$ cat config.mk
export PLATFORM = sky130hd
export DESIGN_NAME = fetch_realign_flat
export DESIGN_NICKNAME = d
export VERILOG_FILES = /design/src/rtl/fetch_realign_if.sv /design/src/rtl/fetch_realign.sv /design/src/flat_wrapper.sv
export SDC_FILE = /design/constraint.sdc
export NUM_CORES = 1
export LEC_CHECK = 0
export ABC_AREA = 1
export CELL_PAD_IN_SITES_DETAIL_PLACEMENT = 0
export CELL_PAD_IN_SITES_GLOBAL_PLACEMENT = 1
export CORE_AREA = 2 2 153 155
export CTS_CLUSTER_DIAMETER = 80
export CTS_CLUSTER_SIZE = 14
export DETAILED_ROUTE_END_ITERATION = 12
export DIE_AREA = 0 0 155 157
export PLACE_DENSITY = 0.84
export SYNTH_ARGS = -nofsm -noshare
export SYNTH_HDL_FRONTEND = slang
export SYNTH_SLANG_ARGS = --single-unit
$ cat constraint.sdc
create_clock -name clk_i -period 4.5 [get_ports clk_i]
set_input_delay 0.675 -clock clk_i [delete_from_list [all_inputs] [get_ports clk_i]]
set_output_delay 0.675 -clock clk_i [all_outputs]
set_load 0.03 [all_outputs]
$ cat src/rtl/fetch_realign_if.sv
// -----------------------------------------------------------------------------
// fetch_realign_if
//   Groups the fetch-response side and the instruction-queue side of the
//   fetch realigner into one bundle.
//
//   Handshake: there is no ready. The fetch stage asserts valid_i for one cycle
//   per fetch block, and that block is consumed on that clock edge. Each
//   valid_o[k] marks an instruction that the queue must take in the same
//   cycle. Overflow is recovered by a replay together with flush_i.
//
//   Signals:
//     flush_i           discard the held straddling half
//     valid_i           fetch block valid
//     address_i[63:0]   fetch address; low bits select the starting halfword
//     data_i            fetch block, little-endian halfwords
//     valid_o[N]        per-slot instruction valid, packed from slot 0
//     instr_o[N][32]    instruction; RVC zero-extended
//     addr_o[N][64]     PC of each instruction
//     unaligned_o       lower half of a straddling instruction is held
//     unaligned_addr_o  PC of the held instruction
//   Modports: master = fetch stage / queue side, slave = realigner.
// -----------------------------------------------------------------------------
interface fetch_realign_if #(
    parameter int unsigned FETCH_WIDTH = 32
) ();
    localparam int unsigned N = FETCH_WIDTH / 16;

    logic                   flush_i;
    logic                   valid_i;
    logic [63:0]            address_i;
    logic [FETCH_WIDTH-1:0] data_i;
    logic [N-1:0]           valid_o;
    logic [N-1:0][31:0]     instr_o;
    logic [N-1:0][63:0]     addr_o;
    logic                   unaligned_o;
    logic [63:0]            unaligned_addr_o;

    modport master (
        output flush_i, valid_i, address_i, data_i,
        input  valid_o, instr_o, addr_o, unaligned_o, unaligned_addr_o
    );

    modport slave (
        input  flush_i, valid_i, address_i, data_i,
        output valid_o, instr_o, addr_o, unaligned_o, unaligned_addr_o
    );
endinterface

$ cat src/rtl/fetch_realign.sv
// -----------------------------------------------------------------------------
// fetch_realign
//   Splits an aligned fetch block into individual RVC/RV instructions, each
//   with its own PC. Decode is purely combinational. The only state is the
//   lower half of a 32-bit instruction that straddles into the next block.
//
//   Ports:
//     clk_i   clock
//     rst_ni  asynchronous active-low reset
//     bus     fetch_realign_if.slave (fetch block in, per-slot instructions out)
//   Parameter FETCH_WIDTH: 32 or 64. There are FETCH_WIDTH/16 output slots.
// -----------------------------------------------------------------------------
module fetch_realign #(
    parameter int unsigned FETCH_WIDTH = 32
) (
    input  logic           clk_i,
    input  logic           rst_ni,
    fetch_realign_if.slave bus
);
    localparam int unsigned N  = FETCH_WIDTH / 16;
    localparam int unsigned B  = $clog2(FETCH_WIDTH / 8);
    localparam int unsigned IW = $clog2(N);

    // State: the held straddling half and its PC.
    logic        unaligned_q, unaligned_d;
    logic [15:0] saved_hw_q, saved_hw_d;
    logic [63:0] saved_addr_q, saved_addr_d;

    logic [B-2:0]           start_slot;
    logic [63:0]            base;
    // One spare zero halfword on top, so "next halfword" is always in range.
    logic [FETCH_WIDTH+15:0] data_ext;
    logic                   unused_addr_bit;

    logic [N-1:0]       slot_valid;
    logic [N-1:0][31:0] slot_instr;
    logic [N-1:0][63:0] slot_addr;
    logic [IW:0]        cnt;
    logic               skip;
    logic [15:0]        hw;

    assign start_slot      = bus.address_i[B-1:1];
    assign base            = {bus.address_i[63:B], {B{1'b0}}};
    assign data_ext        = {16'h0000, bus.data_i};
    assign unused_addr_bit = bus.address_i[0];

    always_comb begin
        slot_valid   = '0;
        slot_instr   = '0;
        slot_addr    = '0;
        unaligned_d  = unaligned_q;
        saved_hw_d   = saved_hw_q;
        saved_addr_d = saved_addr_q;
        cnt          = '0;
        skip         = 1'b0;
        hw           = '0;
        if (bus.flush_i) begin
            unaligned_d = 1'b0;
        end else if (bus.valid_i) begin
            // Any held half is either consumed here or stale; only a new
            // straddle at the top of this block sets it again.
            unaligned_d = 1'b0;
            if (unaligned_q && (start_slot == '0)) begin
                slot_valid[0] = 1'b1;
                slot_instr[0] = {bus.data_i[15:0], saved_hw_q};
                slot_addr[0]  = saved_addr_q;
                cnt           = (IW+1)'(1);
                skip          = 1'b1;
            end
            for (int k = 0; k < int'(N); k++) begin
                hw = data_ext[16*k +: 16];
                if (skip) begin
                    // Upper half of an instruction already emitted.
                    skip = 1'b0;
                end else if (k >= int'(start_slot)) begin
                    if (hw[1:0] != 2'b11) begin
                        slot_valid[cnt[IW-1:0]] = 1'b1;
                        slot_instr[cnt[IW-1:0]] = {16'h0000, hw};
                        slot_addr[cnt[IW-1:0]]  = base + 64'(2 * k);
                        cnt = cnt + (IW+1)'(1);
                    end else if (k < int'(N) - 1) begin
                        slot_valid[cnt[IW-1:0]] = 1'b1;
                        slot_instr[cnt[IW-1:0]] = {data_ext[16*(k+1) +: 16], hw};
                        slot_addr[cnt[IW-1:0]]  = base + 64'(2 * k);
                        cnt  = cnt + (IW+1)'(1);
                        skip = 1'b1;
                    end else begin
                        unaligned_d  = 1'b1;
                        saved_hw_d   = hw;
                        saved_addr_d = base + 64'(2 * k);
                    end
                end
            end
        end
    end

    always_ff @(posedge clk_i or negedge rst_ni) begin
        if (!rst_ni) begin
            unaligned_q  <= 1'b0;
            saved_hw_q   <= '0;
            saved_addr_q <= '0;
        end else begin
            unaligned_q  <= unaligned_d;
            saved_hw_q   <= saved_hw_d;
            saved_addr_q <= saved_addr_d;
        end
    end

    assign bus.valid_o          = slot_valid;
    assign bus.instr_o          = slot_instr;
    assign bus.addr_o           = slot_addr;
    assign bus.unaligned_o      = unaligned_q;
    assign bus.unaligned_addr_o = saved_addr_q;

`ifndef SYNTHESIS
    // Valid slots are packed: valid_o has the form 0..01..1.
    a_valid_contiguous: assert property (@(posedge clk_i) disable iff (!rst_ni)
        ((slot_valid & (slot_valid + (N)'(1))) == '0));
    a_saved_addr_even: assert property (@(posedge clk_i) disable iff (!rst_ni)
        (saved_addr_q[0] == 1'b0));
`endif
endmodule

$ cat src/flat_wrapper.sv
// flat-port wrapper written by rule: the top's interface ports become plain ports
module fetch_realign_flat 
#(
    parameter int unsigned FETCH_WIDTH = 32
)
  (clk_i, rst_ni, bus_flush_i, bus_valid_i, bus_address_i, bus_data_i, bus_valid_o, bus_instr_o, bus_addr_o, bus_unaligned_o, bus_unaligned_addr_o);
  fetch_realign_if #(.FETCH_WIDTH(FETCH_WIDTH)) bus_i ();
  input  logic clk_i;
  input  logic rst_ni;
  input wire logic [$bits(bus_i.flush_i)-1:0] bus_flush_i;
  input wire logic [$bits(bus_i.valid_i)-1:0] bus_valid_i;
  input wire logic [$bits(bus_i.address_i)-1:0] bus_address_i;
  input wire logic [$bits(bus_i.data_i)-1:0] bus_data_i;
  output wire logic [$bits(bus_i.valid_o)-1:0] bus_valid_o;
  output wire logic [$bits(bus_i.instr_o)-1:0] bus_instr_o;
  output wire logic [$bits(bus_i.addr_o)-1:0] bus_addr_o;
  output wire logic [$bits(bus_i.unaligned_o)-1:0] bus_unaligned_o;
  output wire logic [$bits(bus_i.unaligned_addr_o)-1:0] bus_unaligned_addr_o;
  assign bus_i.flush_i = bus_flush_i;
  assign bus_i.valid_i = bus_valid_i;
  assign bus_i.address_i = bus_address_i;
  assign bus_i.data_i = bus_data_i;
  assign bus_valid_o = bus_i.valid_o;
  assign bus_instr_o = bus_i.instr_o;
  assign bus_addr_o = bus_i.addr_o;
  assign bus_unaligned_o = bus_i.unaligned_o;
  assign bus_unaligned_addr_o = bus_i.unaligned_addr_o;
  fetch_realign #(.FETCH_WIDTH(FETCH_WIDTH)) u_core (.clk_i(clk_i), .rst_ni(rst_ni), .bus(bus_i));
endmodule
==> results.txt <==
The residual overflow from global routing came out at 0. The synthesized netlist cell count is 982. The min-delay analysis places its worst path in the category primary input to async pin.

The count of TritonRoute iterations in the first routing pass is 5. The count of nets left with antenna violations once routing finished came out at 0. 359 I/O pins were placed.

The hold violation count in the final report came out at 0. In this run the tool buffered the top-level ports with 338 buffer cells. In this run the standard cell core region covers about 23,000 µm². The total global routing track utilization is between 20% and 30%.

STA puts the critical path data arrival time at 3280 ps. In the final layout, the share of cells above drive strength 1 is 11.69%. For the final routed database, the setup TNS stands at 0 ps. The register bit count reported by yosys came out at 80. The Yosys warning count came out at 0.

The static leakage power is 0.004706 µW. The total area of multi-input combinational cells came out at 3274 µm². STA classifies the critical path endpoint as a primary output. The flow ran to the end, and the final reports show no timing, DRC or antenna violations. The final count of negative-setup-slack endpoints came out at 0. The worst endpoint required time came out at roughly 3800 ps. At the end of the flow, the number of nets in the layout was 1,370. After synthesis, the largest family of logic cells by area is simple AND/OR/NAND/NOR gates. No sink is reached through more buffers than the 2 on the longest clock path. The total power divided by cell area is 308.5 nW/µm².

Static timing analysis puts the maximum clock frequency at 252.7 MHz. The number of different library cells used by synthesis comes to 23. The number of clock sinks came out at 80. The initial antenna violation count is 1. The fraction of the yosys area taken by sequential cells came out at 33.24%. The area fraction in and, or, nand and nor cells after synthesis came out at between 30% and 40%. The mux share of post-synthesis cell area is 0%.

Max-cap violations in this run came to 0. Setup repair after global routing left no endpoint under its margin. The worst setup path is launched from a primary input. The hold buffer count at cts came out at 0. Of all nets on the critical path, the largest fanout is 38. The layout overhead on the synthesized area is 59.10%. OpenSTA, run right after detailed placement, puts the worst setup slack at 550.4 ps. The complex-gate fraction of the synthesized area came out at roughly 14%. Entering global routing, the biggest net connects 66 pins. The worst setup path is of the primary input to primary output kind. The vertical die dimension is roughly 160 µm.

The die covers roughly 24,000 µm². The tree is rooted in a sky130_fd_sc_hd__clkbuf_16. The final worst setup slack came out at approximately 540 ps.

Clock-pin slew was measured on the worst setup and hold paths at 70 ps. The worst slew margin relative to its limit is 47.41%. The routed wirelength normalized by instance count came out at 16.48 µm. The residual DRC count came out at 0. The final weighted congestion in routability-driven placement is ~0.84. The half-perimeter wire length of the detailed placement result is 17.78 mm. The register area came out at between 2000 and 2500 µm². The worst setup skew after layout came out at between 10 and 15 ps. The share of the clock period used by the worst path after layout is 87.95%. The worst voltage drop across the vdd grid is around 0.18 mV. The floorplan step set the die width to 155 µm. For the worst-skew pair, the clock arrives at the later sink with an insertion delay of around 350 ps. Counting tap cells, the placed design contains a total of 1,544 instances.

The standard-cell row count came out at 55. The via count normalized by instance count is 4.736. The max-slew violation total from the final report is 0.

After layout, the minimum clock period comes to 3958 ps. The filler-free cell count of the finished design came out at 1,561. The number of design-rule violations left by the first detailed-router iteration came out at 422. The summed instance area of the synthesized netlist is 6023 µm². The initial utilization of the core area, before any placement, comes to 26.77%. The filler cell count in the final layout is 2,359.

In this run, post-CTS repair resized a total of 0 instances. The xor/xnor cell area share of the yosys netlist came out at 0%. The actual slew at the worst max-slew pin came out at 788.9 ps. Of the total synthesized cell area, the portion taken by full adders, half adders and majority gates is 0%. The number of buffers created by CTS came out at 9. The number of vias after detailed routing is 7,393.

TritonCTS built the clock tree. Leaving out fill and tap cells, the most frequent cell in the layout is sky130_fd_sc_hd__nand2_1. Each instance of the synthesized netlist takes up on average 6.134 µm². The first global-routing pass estimated 38.87 mm of wire. The via count of the first global-routing pass is around 7,100. Summed over all layers, the routed wires come to between 20 and 30 mm. The count of buffers added by post-CTS timing repair for setup came out at 0.

The deepest level of the CTS H-tree is 3. Leaving out fill and tap cells, the most frequent cells in the layout are sky130_fd_sc_hd__nand2_1, sky130_fd_sc_hd__clkdlybuf4s50_1, sky130_fd_sc_hd__nor2_1, sky130_fd_sc_hd__buf_4, sky130_fd_sc_hd__dfrtp_1.
[routing by layer]
metal	wire length, µm	GRT usage (%)	part of all wire [%]
met3	1589	4.405	6.2
met4	580	7.011	2.3
met1	11080	25.35	43
met5	0	0	0
met2	12480	34.14	49
[report_power, final]
part | leakage (µW) | internal, µW | switching, µW
registers | 0.000997 | 861 | 108
logic | 0.00356 | 453 | 715
clock network | 0.000152 | 501 | 319
total | 0.00471 | 1810 | 1140
[critical path, cell delays in order]
cell and delay [ps]:
sky130_fd_sc_hd__clkdlybuf4s50_1 630, sky130_fd_sc_hd__nor2_4 170, sky130_fd_sc_hd__nand2_2 180, sky130_fd_sc_hd__nand4_4 420
sky130_fd_sc_hd__buf_12 370, sky130_fd_sc_hd__nor2_1 120, sky130_fd_sc_hd__clkdlybuf4s50_1 690
[final timing paths]
kind                                        start                         endpoint  slack [ps]  cells after the start
setup / recovery                 bus_address_i[1]                   bus_addr_o[87]         540                      7
hold / removal                             rst_ni             u_core.saved_hw_q[2]         380                      1
hold reg to reg              u_core.saved_hw_q[0]             u_core.saved_hw_q[0]         480                      1
min in group clk_i           u_core.saved_hw_q[0]             u_core.saved_hw_q[0]         480                      1
max in group asynchronous                  rst_ni  u_core.bus.unaligned_addr_o[22]        3230                      2
setup reg to reg           u_core.bus.unaligned_o  u_core.bus.unaligned_addr_o[22]        2380                      6
[flip-flops by register name, summed over array words and instances (netlist names)]
name,count
u_core.bus.unaligned_o,1
u_core.bus.unaligned_addr_o,63
u_core.saved_hw_q,16
[logic make-up after synthesis]
group,after synthesis
compound gates,145
buf+inv,176
flops,80
other cells,1
simple gates,580
[cell usage after synthesis]
cell type | number | area (µm²)
sky130_fd_sc_hd__nand2_1 | 361 | 1355
sky130_fd_sc_hd__nor2_1 | 141 | 529.3
sky130_fd_sc_hd__dfrtp_1 | 80 | 2002
sky130_fd_sc_hd__inv_1 | 73 | 274.0
sky130_fd_sc_hd__nand3_1 | 65 | 325.3
sky130_fd_sc_hd__o211ai_1 | 58 | 435.4
sky130_fd_sc_hd__o21ai_1 | 50 | 250.2
sky130_fd_sc_hd__buf_4 | 33 | 247.7
sky130_fd_sc_hd__buf_2 | 31 | 155.2
sky130_fd_sc_hd__clkbuf_1 | 25 | 93.84
sky130_fd_sc_hd__a21oi_1 | 19 | 95.09
sky130_fd_sc_hd__o21ai_0 | 17 | 85.08
sky130_fd_sc_hd__buf_1 | 8 | 30.03
sky130_fd_sc_hd__inv_2 | 5 | 18.77
sky130_fd_sc_hd__or2_2 | 4 | 25.02
sky130_fd_sc_hd__nand2_2 | 3 | 18.77
sky130_fd_sc_hd__nor2_4 | 3 | 33.78
sky130_fd_sc_hd__a31oi_1 | 1 | 6.260
sky130_fd_sc_hd__buf_6 | 1 | 11.26
sky130_fd_sc_hd__conb_1 | 1 | 3.750
sky130_fd_sc_hd__nand3_2 | 1 | 10.01
sky130_fd_sc_hd__nand4_2 | 1 | 12.51
sky130_fd_sc_hd__nor3_1 | 1 | 5.000
[area by class of cell]
cell class	count	share of cell area [%]
repair buffers	357	34.73
clock buffers	11	2.533
multi-input cells	744	34.17
diodes	1	0.02611
well taps	285	3.721
flip-flops and latches	80	20.90
inverters	78	3.081
clock inverters	5	0.8356
[stage by stage]
step                      hold WS, ps  total power, µW  util, %  area, µm²
after detailed placement        461.0             2153    41.14       9258
final                           381.6             2956    42.59       9583
after global placement          452.7             2144    41.14       9258
after floorplan                 379.4             1618        -       6091
after CTS                       442.7             2986    42.57       9580
after global routing            470.5             3105    42.59       9583
No activity file was read; power rests on OpenSTA's default activity.
